`src/rtl/v850_fetch_queue.sv`:
```
// v850_fetch_queue: V850 instruction fetch unit with a halfword prefetch queue.
// Issues aligned 32-bit reads, buffers halfwords, and hands 16/32-bit
// instructions with their PC to decode through a valid/ready handshake.
// Optional feature: define V850_FETCH_PERF_EN to add the perf_stall_cnt port
// and its 32-bit decode-stall counter.
module v850_fetch_queue #(
    parameter logic [31:0] RESET_PC = 32'h0000_0000,
    parameter int          QUEUE_HW = 8
) (
    input  logic        clk,
    input  logic        rst,
    output logic        imem_req,
    output logic [31:0] imem_addr,
    input  logic        imem_ack,
    input  logic [31:0] imem_rdata,
    input  logic        redirect_valid,
    input  logic [31:0] redirect_pc,
    output logic        inst_valid,
    input  logic        inst_ready,
    output logic [31:0] inst,
    output logic [31:0] inst_pc,
    output logic        inst_len32
`ifdef V850_FETCH_PERF_EN
    ,
    output logic [31:0] perf_stall_cnt
`endif
);
    localparam int PW = $clog2(QUEUE_HW);
    localparam int CW = PW + 1;
    // A request may issue only if at least two halfword slots are free.
    localparam logic [CW-1:0] ISSUE_MAX = CW'(QUEUE_HW - 2);

    logic [15:0]   queue_q [QUEUE_HW];
    logic [PW-1:0] head_q, head_d, tail_q, tail_d;
    logic [CW-1:0] count_q, count_d;
    logic [31:0]   dec_pc_q, dec_pc_d;
    logic [31:0]   fetch_addr_q, fetch_addr_d;
    logic [31:0]   req_addr_q;
    logic          skip_hw_q, skip_hw_d;
    logic          drop_q, drop_d;
    logic          busy_q, busy_d;

    logic [15:0]   head_hw, second_hw;
    logic          head_is32;
    logic          pop_fire, issue, ack_fire, push_en;
    logic [CW-1:0] pop_n, push_n, avail;

    assign head_hw   = queue_q[head_q];
    assign second_hw = queue_q[head_q + PW'(1)];
    assign head_is32 = (head_hw[10:9] == 2'b11);

    // A 32-bit instruction whose second halfword has not arrived yet is held back.
    assign inst_valid = !redirect_valid &&
                        ((count_q >= CW'(2)) || ((count_q == CW'(1)) && !head_is32));
    assign inst       = inst_valid ? {(head_is32 ? second_hw : 16'h0000), head_hw} : 32'h0;
    assign inst_len32 = inst_valid && head_is32;
    assign inst_pc    = dec_pc_q;

    assign pop_fire = inst_valid && inst_ready;
    assign pop_n    = !pop_fire ? '0 : (head_is32 ? CW'(2) : CW'(1));
    assign avail    = count_q - pop_n;

    // Free space is judged after this cycle's pop so zero-wait memory keeps pace with decode.
    assign issue     = !busy_q && !redirect_valid && (avail <= ISSUE_MAX);
    assign imem_req  = !rst && (busy_q || issue);
    // The address of an outstanding request is frozen even if a redirect moves fetch_addr.
    assign imem_addr = busy_q ? req_addr_q : fetch_addr_q;
    assign ack_fire  = imem_req && imem_ack;
    assign push_en   = ack_fire && !drop_q && !redirect_valid;
    assign push_n    = !push_en ? '0 : (skip_hw_q ? CW'(1) : CW'(2));

    // Next-state: net push/pop bookkeeping, with redirect overriding everything.
    always_comb begin
        head_d       = head_q + pop_n[PW-1:0];
        tail_d       = tail_q + push_n[PW-1:0];
        count_d      = count_q - pop_n + push_n;
        dec_pc_d     = dec_pc_q + {{(32-CW-1){1'b0}}, pop_n, 1'b0};
        fetch_addr_d = fetch_addr_q;
        skip_hw_d    = skip_hw_q;
        drop_d       = drop_q;
        busy_d       = imem_req && !imem_ack;
        if (ack_fire) begin
            drop_d = 1'b0;
            if (!drop_q) begin
                fetch_addr_d = fetch_addr_q + 32'd4;
                skip_hw_d    = 1'b0;
            end
        end
        if (redirect_valid) begin
            head_d       = '0;
            tail_d       = '0;
            count_d      = '0;
            dec_pc_d     = redirect_pc & ~32'd1;
            fetch_addr_d = redirect_pc & ~32'd3;
            skip_hw_d    = redirect_pc[1];
            // A request still in flight completes on the bus but its data is discarded.
            drop_d       = imem_req && !imem_ack;
        end
    end

    // State registers with synchronous reset.
    always_ff @(posedge clk) begin
        if (rst) begin
            head_q       <= '0;
            tail_q       <= '0;
            count_q      <= '0;
            dec_pc_q     <= RESET_PC & ~32'd1;
            fetch_addr_q <= RESET_PC & ~32'd3;
            req_addr_q   <= RESET_PC & ~32'd3;
            skip_hw_q    <= RESET_PC[1];
            drop_q       <= 1'b0;
            busy_q       <= 1'b0;
        end else begin
            head_q       <= head_d;
            tail_q       <= tail_d;
            count_q      <= count_d;
            dec_pc_q     <= dec_pc_d;
            fetch_addr_q <= fetch_addr_d;
            req_addr_q   <= imem_addr;
            skip_hw_q    <= skip_hw_d;
            drop_q       <= drop_d;
            busy_q       <= busy_d;
        end
    end

    // Queue storage: write one or two halfwords at the tail on an accepted response.
    always_ff @(posedge clk) begin
        if (push_en) begin
            if (skip_hw_q) begin
                queue_q[tail_q] <= imem_rdata[31:16];
            end else begin
                queue_q[tail_q]          <= imem_rdata[15:0];
                queue_q[tail_q + PW'(1)] <= imem_rdata[31:16];
            end
        end
    end

`ifdef V850_FETCH_PERF_EN
    logic [31:0] perf_q;

    // Count cycles where decode is ready but has nothing to take.
    always_ff @(posedge clk) begin
        if (rst) begin
            perf_q <= '0;
        end else if (inst_ready && !inst_valid && !redirect_valid) begin
            perf_q <= perf_q + 32'd1;
        end
    end

    assign perf_stall_cnt = perf_q;
`endif

endmodule

```
`config.mk`:
```
export PLATFORM = sky130hd
export DESIGN_NAME = v850_fetch_queue
export DESIGN_NICKNAME = d
export VERILOG_FILES = /design/src/rtl/v850_fetch_queue.sv
export SDC_FILE = /design/constraint.sdc
export NUM_CORES = 1
export LEC_CHECK = 0
export CAP_MARGIN = 30
export CORE_ASPECT_RATIO = 1.25
export CORE_MARGIN = 2
export CORE_UTILIZATION = 60
export CTS_CLUSTER_SIZE = 10
export DETAILED_ROUTE_END_ITERATION = 16
export GPL_TIMING_DRIVEN = 0
export HOLD_SLACK_MARGIN = 0.08
export PLACE_DENSITY = 0.86
export SYNTH_ARGS = -nofsm -noshare
export SYNTH_HDL_FRONTEND = slang
export SYNTH_SLANG_ARGS = --single-unit
```
`constraint.sdc`:
```
create_clock -name clk -period 8.89 [get_ports clk]
set_input_delay 1.778 -clock clk [delete_from_list [all_inputs] [get_ports clk]]
set_output_delay 1.778 -clock clk [all_outputs]
set_load 0.05 [all_outputs]
```
* After elaboration in Yosys (flattened, before gate mapping)
Memories as Yosys holds them, arrays and structs flattened. A register that Yosys moved wholly into a read port is not among the register bits.
Index checks and enable logic that the tools add are counted.
** Operators by class
- Add/subtract/negate cells :: 8
- Magnitude comparators :: 2
- Equal/unequal tests :: 3
- Muxes and demuxes :: 24
- Bitwise gates (word level) :: 2
- Reduce and logical (&&, ||, !) cells :: 23
** Operator list (number)
- 2-to-1 mux 32 bit :: 6
- adder 32 x 3 -> 32 bit :: 1
- adder 32 x 3 -> 32 bit (second input constant) :: 1
- 2-to-1 mux 16 bit :: 2
- logical AND 1 bit :: 11
- 2-to-1 mux 1 bit :: 11
- 2-to-1 mux 2 bit :: 4
- adder 3 x 1 -> 3 bit (second input constant) :: 2
- adder 3 x 2 -> 3 bit :: 2
- logical NOT 1 bit :: 6
- adder 4 x 2 -> 4 bit :: 1
- == test 4 x 1 -> 1 bit (second input constant) :: 1
- >= comparator 4 x 2 -> 1 bit (second input constant) :: 1
- <= comparator 4 x 3 -> 1 bit (second input constant) :: 1
- AND reduction 2 bit :: 2
- subtractor 4 x 2 -> 4 bit :: 1
- 2-to-1 mux 3 bit :: 1
- == test 2 bit (second input constant) :: 1
- logical OR 1 bit :: 2
- inequality test 2 bit (second input constant) :: 1
- nonzero test 2 bit :: 1
- OR reduction 2 bit :: 1
- inverter 1 bit :: 1
- bitwise OR 1 bit :: 1
** Word-level totals
- Flip-flop bits (word level) :: 109
- RAM bits :: 128
- Input port bits :: 69
- Output and inout port bits :: 99
- Logic and storage cells :: 74
- Memories :: 1
** Memory list
- queue_q :: depth 8, width 16, read ports 2, clocked after Yosys merged registers in 1, write ports 2, line 33 : logic [15:0] queue_q [QUEUE_HW];

* Logic depth before layout (Yosys ltp)
Gate-level depths: netlist of run 1.
- Depth in word-level cells :: 18
- Depth in mapped cells :: 19
- Mapped depth without buffers :: 17

* Least setup slack after synthesis of run 1
No wires, ideal clock.
- Path type :: in2out
- Start point :: input redirect_valid
- End point :: output imem_req
- Data arrival time :: 5.200 ns
- Path slack :: 1.912 ns
- Cell stages on the path :: 12
- Path buffers :: 2
- Cell sequence :: clkinv_1 clkbuf_1 nand2_1 nor3_1 ha_1 inv_1 fa_1 or3b_2 nor2_1 or3_1 clkbuf_1 nor3_1
** Between the ends
- Cells in the longest elaborated chain, start to end :: 9
- Elaborated cells on any way between the ends :: 10
- Those cells by class :: add/sub: 1; order compare: 1; mux: 1; reduce/logical: 7
** RTL lines
- start: declaration :: line 16 : input logic redirect_valid,
- logical NOT 1 bit (*) :: line 53, 64
- logical AND 1 bit :: line 53 : assign inst_valid = !redirect_valid &&
- logical AND 1 bit :: line 59 : assign pop_fire = inst_valid && inst_ready;
- 2-to-1 mux 2 bit :: line 60 : assign pop_n = !pop_fire ? '0 : (head_is32 ? CW'(2) : CW'(1));
- subtractor 4 x 2 -> 4 bit :: line 61 : assign avail = count_q - pop_n;
- <= comparator 4 x 3 -> 1 bit :: line 64 : assign issue = !busy_q && !redirect_valid && (avail <= ISSUE_MAX);
- logical AND 1 bit (*) :: line 64
- logical OR 1 bit (*) :: line 65 : assign imem_req = !rst && (busy_q || issue);
- logical AND 1 bit (*) :: line 65
- end: declaration :: line 12 : output logic imem_req,
Mark *: on every way between the ends. The rest lies on a longest branch, timed or not.

* Final worst setup path of run 1
Same ends and word-level chain as after synthesis.

==> results of run 1 <==
-- cell usage after synthesis, drive strengths merged (4+ instances only) --
cell / instances
a211oi: 6
a21boi: 26
a21oi: 64
a31oi: 7
and2: 16
and3: 7
and4: 6
buf: 25
clkbuf: 40
dfxtp: 106
edfxtp: 128
fa: 5
ha: 11
inv: 41
mux2: 153
mux2i: 7
mux4: 64
nand2: 105
nand2b: 4
nand3: 29
nand4: 13
nor2: 45
nor2b: 34
nor3: 24
nor4: 8
o21a: 8
o21ai: 14
o22ai: 4
o31a: 5
or2: 4
or3: 5
xnor2: 36
xor2: 20
-- power by group through the flow --
| stage | logic [W] | registers, W | clock network, W |
|---|---|---|---|
| global route | 0.000395 | 0.00121 | 0.00103 |
| detailed placement | 0.000368 | 0.00123 | 0 |
| CTS | 0.000372 | 0.00121 | 0.000989 |
| finish | 0.000375 | 0.00121 | 0.000990 |
| global placement | 0.000355 | 0.00123 | 0 |
| floorplan | 0.000201 | 0.00125 | 0 |
-- path summary, 6_finish.rpt --
kind | endpoint | cells after the start
worst max-delay path | imem_req | 14
worst min-delay path | drop_q | 2
worst max register to register | queue_q[0][12] | 15
worst min register to register | drop_q | 2
-- kinds of logic after synthesis --
| family | Yosys count |
|---|---|
| DFF | 234 |
| adders and majority gates | 16 |
| muxes | 224 |
| AOI/OAI and AO/OA | 150 |
| xor gates and xnor gates | 56 |
| buffers and inverters | 107 |
| other | 1 |
| and+or+nand+nor | 307 |
-- per-stage QoR --
| step | instance area, µm² | instances | hold slack, ps | util [%] |
|---|---|---|---|---|
| final | 15900 | 1594 | 554 | 76.2 |
| after global routing | 15900 | 1593 | 589 | 76.2 |
| after CTS | 15900 | 1593 | 557 | 76.2 |
| after detailed placement | 15200 | 1550 | 548 | 72.6 |
| after global placement | 14800 | 1533 | 500 | 70.9 |
| after floorplan | 12800 | 1095 | 483 | - |
-- cell type report --
class	count	area share [%]
Inverter	42	0.990
Multi-Input combinational cell	754	40.7
Buffer	65	1.75
Clock buffer	43	4.75
Tap cell	274	2.15
Timing Repair Buffer	181	12.2
Sequential cell	234	37.5
Antenna cell	1	0.0157
-- metal layers --
layer  wire [µm]  up-vias
li1            -     4477
met1       13100     5021
met2       19500      773
met3        3780      232
met4        2960        0
met5           0        -
-- critical path, cell delays in order --
cell and delay, ps:
clkdlybuf4s50_1 460, clkinv_1 170, clkbuf_1 510, nand2_1 110, nor3_1 380, ha_1 240, inv_1 50, fa_1 370
xor2_1 450, nor2_1 120, or3_1 310, clkbuf_1 200, nor3_1 310, clkdlybuf4s50_1 860
-- flip-flops by register name (all words and copies together), names as in the netlist --
signal and count:
fetch_addr_q 30, head_q 3, count_q 4, queue_q 128
skip_hw_q 1, drop_q 1, inst_pc 31, busy_q 1
req_addr_q 32, tail_q 3
==> results.cfg, run 1 <==
[setup_path]
crit_path_max_fanout = 10
r2r_setup_slack_ps = 3380
critPathKind = in2out
worst_setup_path_start_kind = input pin
required_ps = 7110
reg2reg_from = head_q[1]
cp.arrival_ps = 6330
crit_path_end_kind = output pin
setup.worst_path.start = redirect_valid

[yosys]
synth_adder_area_share_pct = 1.85
ys.flop_type = edfxtp_1
ys_seq_area_share_pct = 46.5
synth_compound_area_share_pct = 7.26
synth_edf_count = 128
synth_cells = 1095
yosysTopAreaCell = edfxtp_1
synth_xor_area_share_pct = 3.82
syn-cell-area_mm2 = 0.0128
syn_nets = 1180
synthSimpleGateAreaFrac_pct = 12.0
synth_area_leaders = edfxtp_1, dfxtp_1, mux2_2
yosysWarnings = 0
ys_ff_latch = 234
avgSynthCellArea_um2 = 11.7
ys_types = 56
netlist.area_leader.share_pct = 29.9
synth_mux_area_share_pct = 25.2
synthArstFlopShare_pct = 0
synth_top_family_by_area = multiplexers

[sta]
slew_headroom_pct = 31.9
clock_skew_ps = 16.6
final-max-slew-violation-count = 0
fin_crit_sh_pct = 91.2
setup_viol = 0
fmax_mhz = 123
finalCriticalPeriod_ps = 8110
finalHoldViolations = 0
worst_pin_slew_ps = 1020
rsz0062_at_grt = no
fin_setup_tns_ps = 0
worst_slack_ps = 779

[die]
fp-row-count = 59
pin_count = 168
dieHeight_um = 168
die_area_mm2 = 0.0226
die_w_um = 135
initial_core_util_pct = 61.4
core_mm2 = 0.0209

[clocking]
htreeDepth = 1
clock-sinks = 234
clkLatencyLatePin_ps = 540
cts-resized-gates = 0
cts_buffers = 27
post_cts_buffers = 0
clk_path_buf_depth = 3
root_buffer = clkbuf_16
cts_tree = built
ctsHoldBuffers = 0
clk_pin_slew_ps = 60

[power_and_ir_drop]
p_per_area_mw_per_mm2 = 162
power_frac_clock_pct = 38.5
p_int_w = 0.00191
leakagePower_nw = 5.45
p_total_w = 0.00257
seqPwrFrac_pct = 47.0
ir_drop_uv = 192
p_comb_share_pct = 14.6
swShare_pct = 25.9
switchingPower_w = 0.000666

[detailed_routing]
first_pass_iters = 12
viasPerCell = 6.59
drcViolationCount = 0
wl_um = 39400
via_count = 10500
routedWlPerCell_um = 24.7
drtIter0Drc = 1044
ant_nets = 0

[global_route]
grtUsageTotal_pct = 34.8
grt_max_degree = 14
antenna_found_initial = 0
busiest_layer = met2
use_met3_pct = 5.96
grt.met1_usage_pct = 39.0
grt_pass1_wl_um = 59700
grt_pass1_vias = 10700
use_met2_pct = 60.7
overflow = 0

[cells_and_area]
layout_common_cells = clkdlybuf4s50_1, mux2_2, edfxtp_1, dfxtp_1, nand2_1
area_growth_syn_to_layout_pct = 24.1
layout-drive-gt1-share_pct = 22.6
final_common_cell = clkdlybuf4s50_1
fillers = 1349
multi_input_area_mm2 = 0.00649
final-seq-area_mm2 = 0.00597
final_nets = 1390

[placement]
gp_congestion = 0.891
dpl_worst_slack_ps = 817
dp_hpwl_um = 27100
port_buffers = 164

[worst_hold_path]
hp-class = reg2reg
min-delay-start = drop_q

[status]
outcome = finished, final reports clean

[job]
maxCapViolations = 0
(Power assumes the default switching activity.)
==> run 2: changes to the inputs <==
==> constraint.sdc (replaced) <==
create_clock -name clk -period 10.3 [get_ports clk]
set_input_delay 2.06 -clock clk [delete_from_list [all_inputs] [get_ports clk]]
set_output_delay 2.06 -clock clk [all_outputs]
set_load 0.05 [all_outputs]
==> results.cfg, run 2 (synthesized netlist as in run 1, its figures left out) <==
[setup_path]
crit_path_end_kind = output pin
required_ps = 8240
crit_path_max_fanout = 10
slowest_stage = clkdlybuf4s50_1
cp.arrival_ps = 6610
critPathKind = in2out
cp_cell_sequence = clkdlybuf4s50_1, clkinv_1, clkbuf_1, nand2_1, nor3_1, ha_1, inv_1, fa_1, xor2_1, nor2_1, or3_1, clkbuf_1, nor3_1, clkdlybuf4s50_1
max_stage_delay_ps = 860
worst_setup_path_start_kind = input pin

[clocking]
clock-sinks = 234
ctsHoldBuffers = 0
post_cts_buffers = 0
clkLatencyLatePin_ps = 530
cts_tree = built
htreeDepth = 1
root_buffer = clkbuf_16
cts_buffers = 27
clk_pin_slew_ps = 60
cts-resized-gates = 0
clk_path_buf_depth = 3

[placement]
gp_congestion = 0.891
dp_hpwl_um = 27100
port_buffers = 164

[sta]
rsz0062_at_grt = no
finalCriticalPeriod_ps = 8670
clock_skew_ps = 10.6
finalHoldViolations = 0
fmax_mhz = 115
fin_setup_tns_ps = 0
setup_viol = 0
worst_pin_slew_ps = 1030
fin_crit_sh_pct = 84.2
final-max-slew-violation-count = 0
slew_headroom_pct = 31.3

[cells_and_area]
layout_common_cells = clkdlybuf4s50_1, mux2_2, edfxtp_1, dfxtp_1, nand2_1
final_common_cell = clkdlybuf4s50_1
fillers = 1349
utilization_pct = 76.2
regMostFlops = queue_q
layout-drive-gt1-share_pct = 22.6
largest_register_ffs = 128
area_growth_syn_to_layout_pct = 24.1
final_nets = 1390

[detailed_routing]
first_pass_iters = 5
drcViolationCount = 0
ant_nets = 0
viasPerCell = 6.59
via_count = 10500
wl_um = 39400
drtIter0Drc = 1043
routedWlPerCell_um = 24.7

[global_route]
grtUsageTotal_pct = 34.8
grt_pass1_wl_um = 59700
grt_pass1_vias = 10700
overflow = 0
antenna_found_initial = 0
grt_max_degree = 14

[die]
fp-row-count = 59
initial_core_util_pct = 61.4
dieHeight_um = 168
die_area_mm2 = 0.0226
die_w_um = 135
core_mm2 = 0.0209
pin_count = 168

[power_and_ir_drop]
ir_drop_uv = 166
leakagePower_nw = 5.45
p_per_area_mw_per_mm2 = 140

[worst_hold_path]
hp-class = reg2reg

[job]
maxCapViolations = 0

[status]
outcome = finished, final reports clean
run 2: metrics by stage:
stage | worst slack (ps) | cells | hold slack, ps | total power (W) | cell area [µm²]
after floorplan | 2760 | 1095 | 483 | 0.00126 | 12800
after global placement | 1500 | 1533 | 500 | 0.00137 | 14800
after detailed placement | 1660 | 1550 | 548 | 0.00138 | 15200
after CTS | 1640 | 1593 | 557 | 0.00222 | 15900
after global routing | 1380 | 1593 | 589 | 0.00228 | 15900
final | 1630 | 1594 | 559 | 0.00222 | 15900
run 2: worst paths after layout:
kind	slack, ps	end	startpoint	depth (start not counted)
setup / recovery	1630	imem_req	redirect_valid	14
hold / removal	560	drop_q	drop_q	2
setup reg to reg	4810	queue_q[0][12]	head_q[1]	16
hold reg to reg	560	drop_q	drop_q	2
run 2: area by class of cell:
type	count	area, µm²	area share, %
antenna	1	2.50	0.0157
clock buffer	43	756	4.75
buffer	65	279	1.75
sequential	234	5970	37.5
timing repair buffer	181	1940	12.2
tap	274	343	2.15
inverter	42	158	0.990
multi-input combinational	754	6490	40.7
run 2: report_power, final:
group          total [W]  internal [W]  switching, W
registers        0.00104       0.00102     0.0000268
logic           0.000324      0.000138      0.000186
clock network   0.000855      0.000493      0.000362
total            0.00222       0.00165      0.000575
run 2: critical path: cells and delay by family:
family / cells / cell delay, ps
simple gates: 5 / 1210
xor+xnor: 1 / 450
buf+inv: 6 / 2270
fa+ha+maj: 2 / 610
run 2: routing by layer:
| layer | vias up | global-route usage (%) | wire (µm) | part of all wire (%) |
|---|---|---|---|---|
| met1 | 5037 | 39.1 | 12900 | 33 |
| met2 | 780 | 60.8 | 19700 | 50 |
| met5 | - | 0 | 0 | 0 |
| li1 | 4476 | - | - | - |
| met3 | 218 | 5.90 | 3960 | 10 |
| met4 | 0 | 22.2 | 2830 | 7.2 |
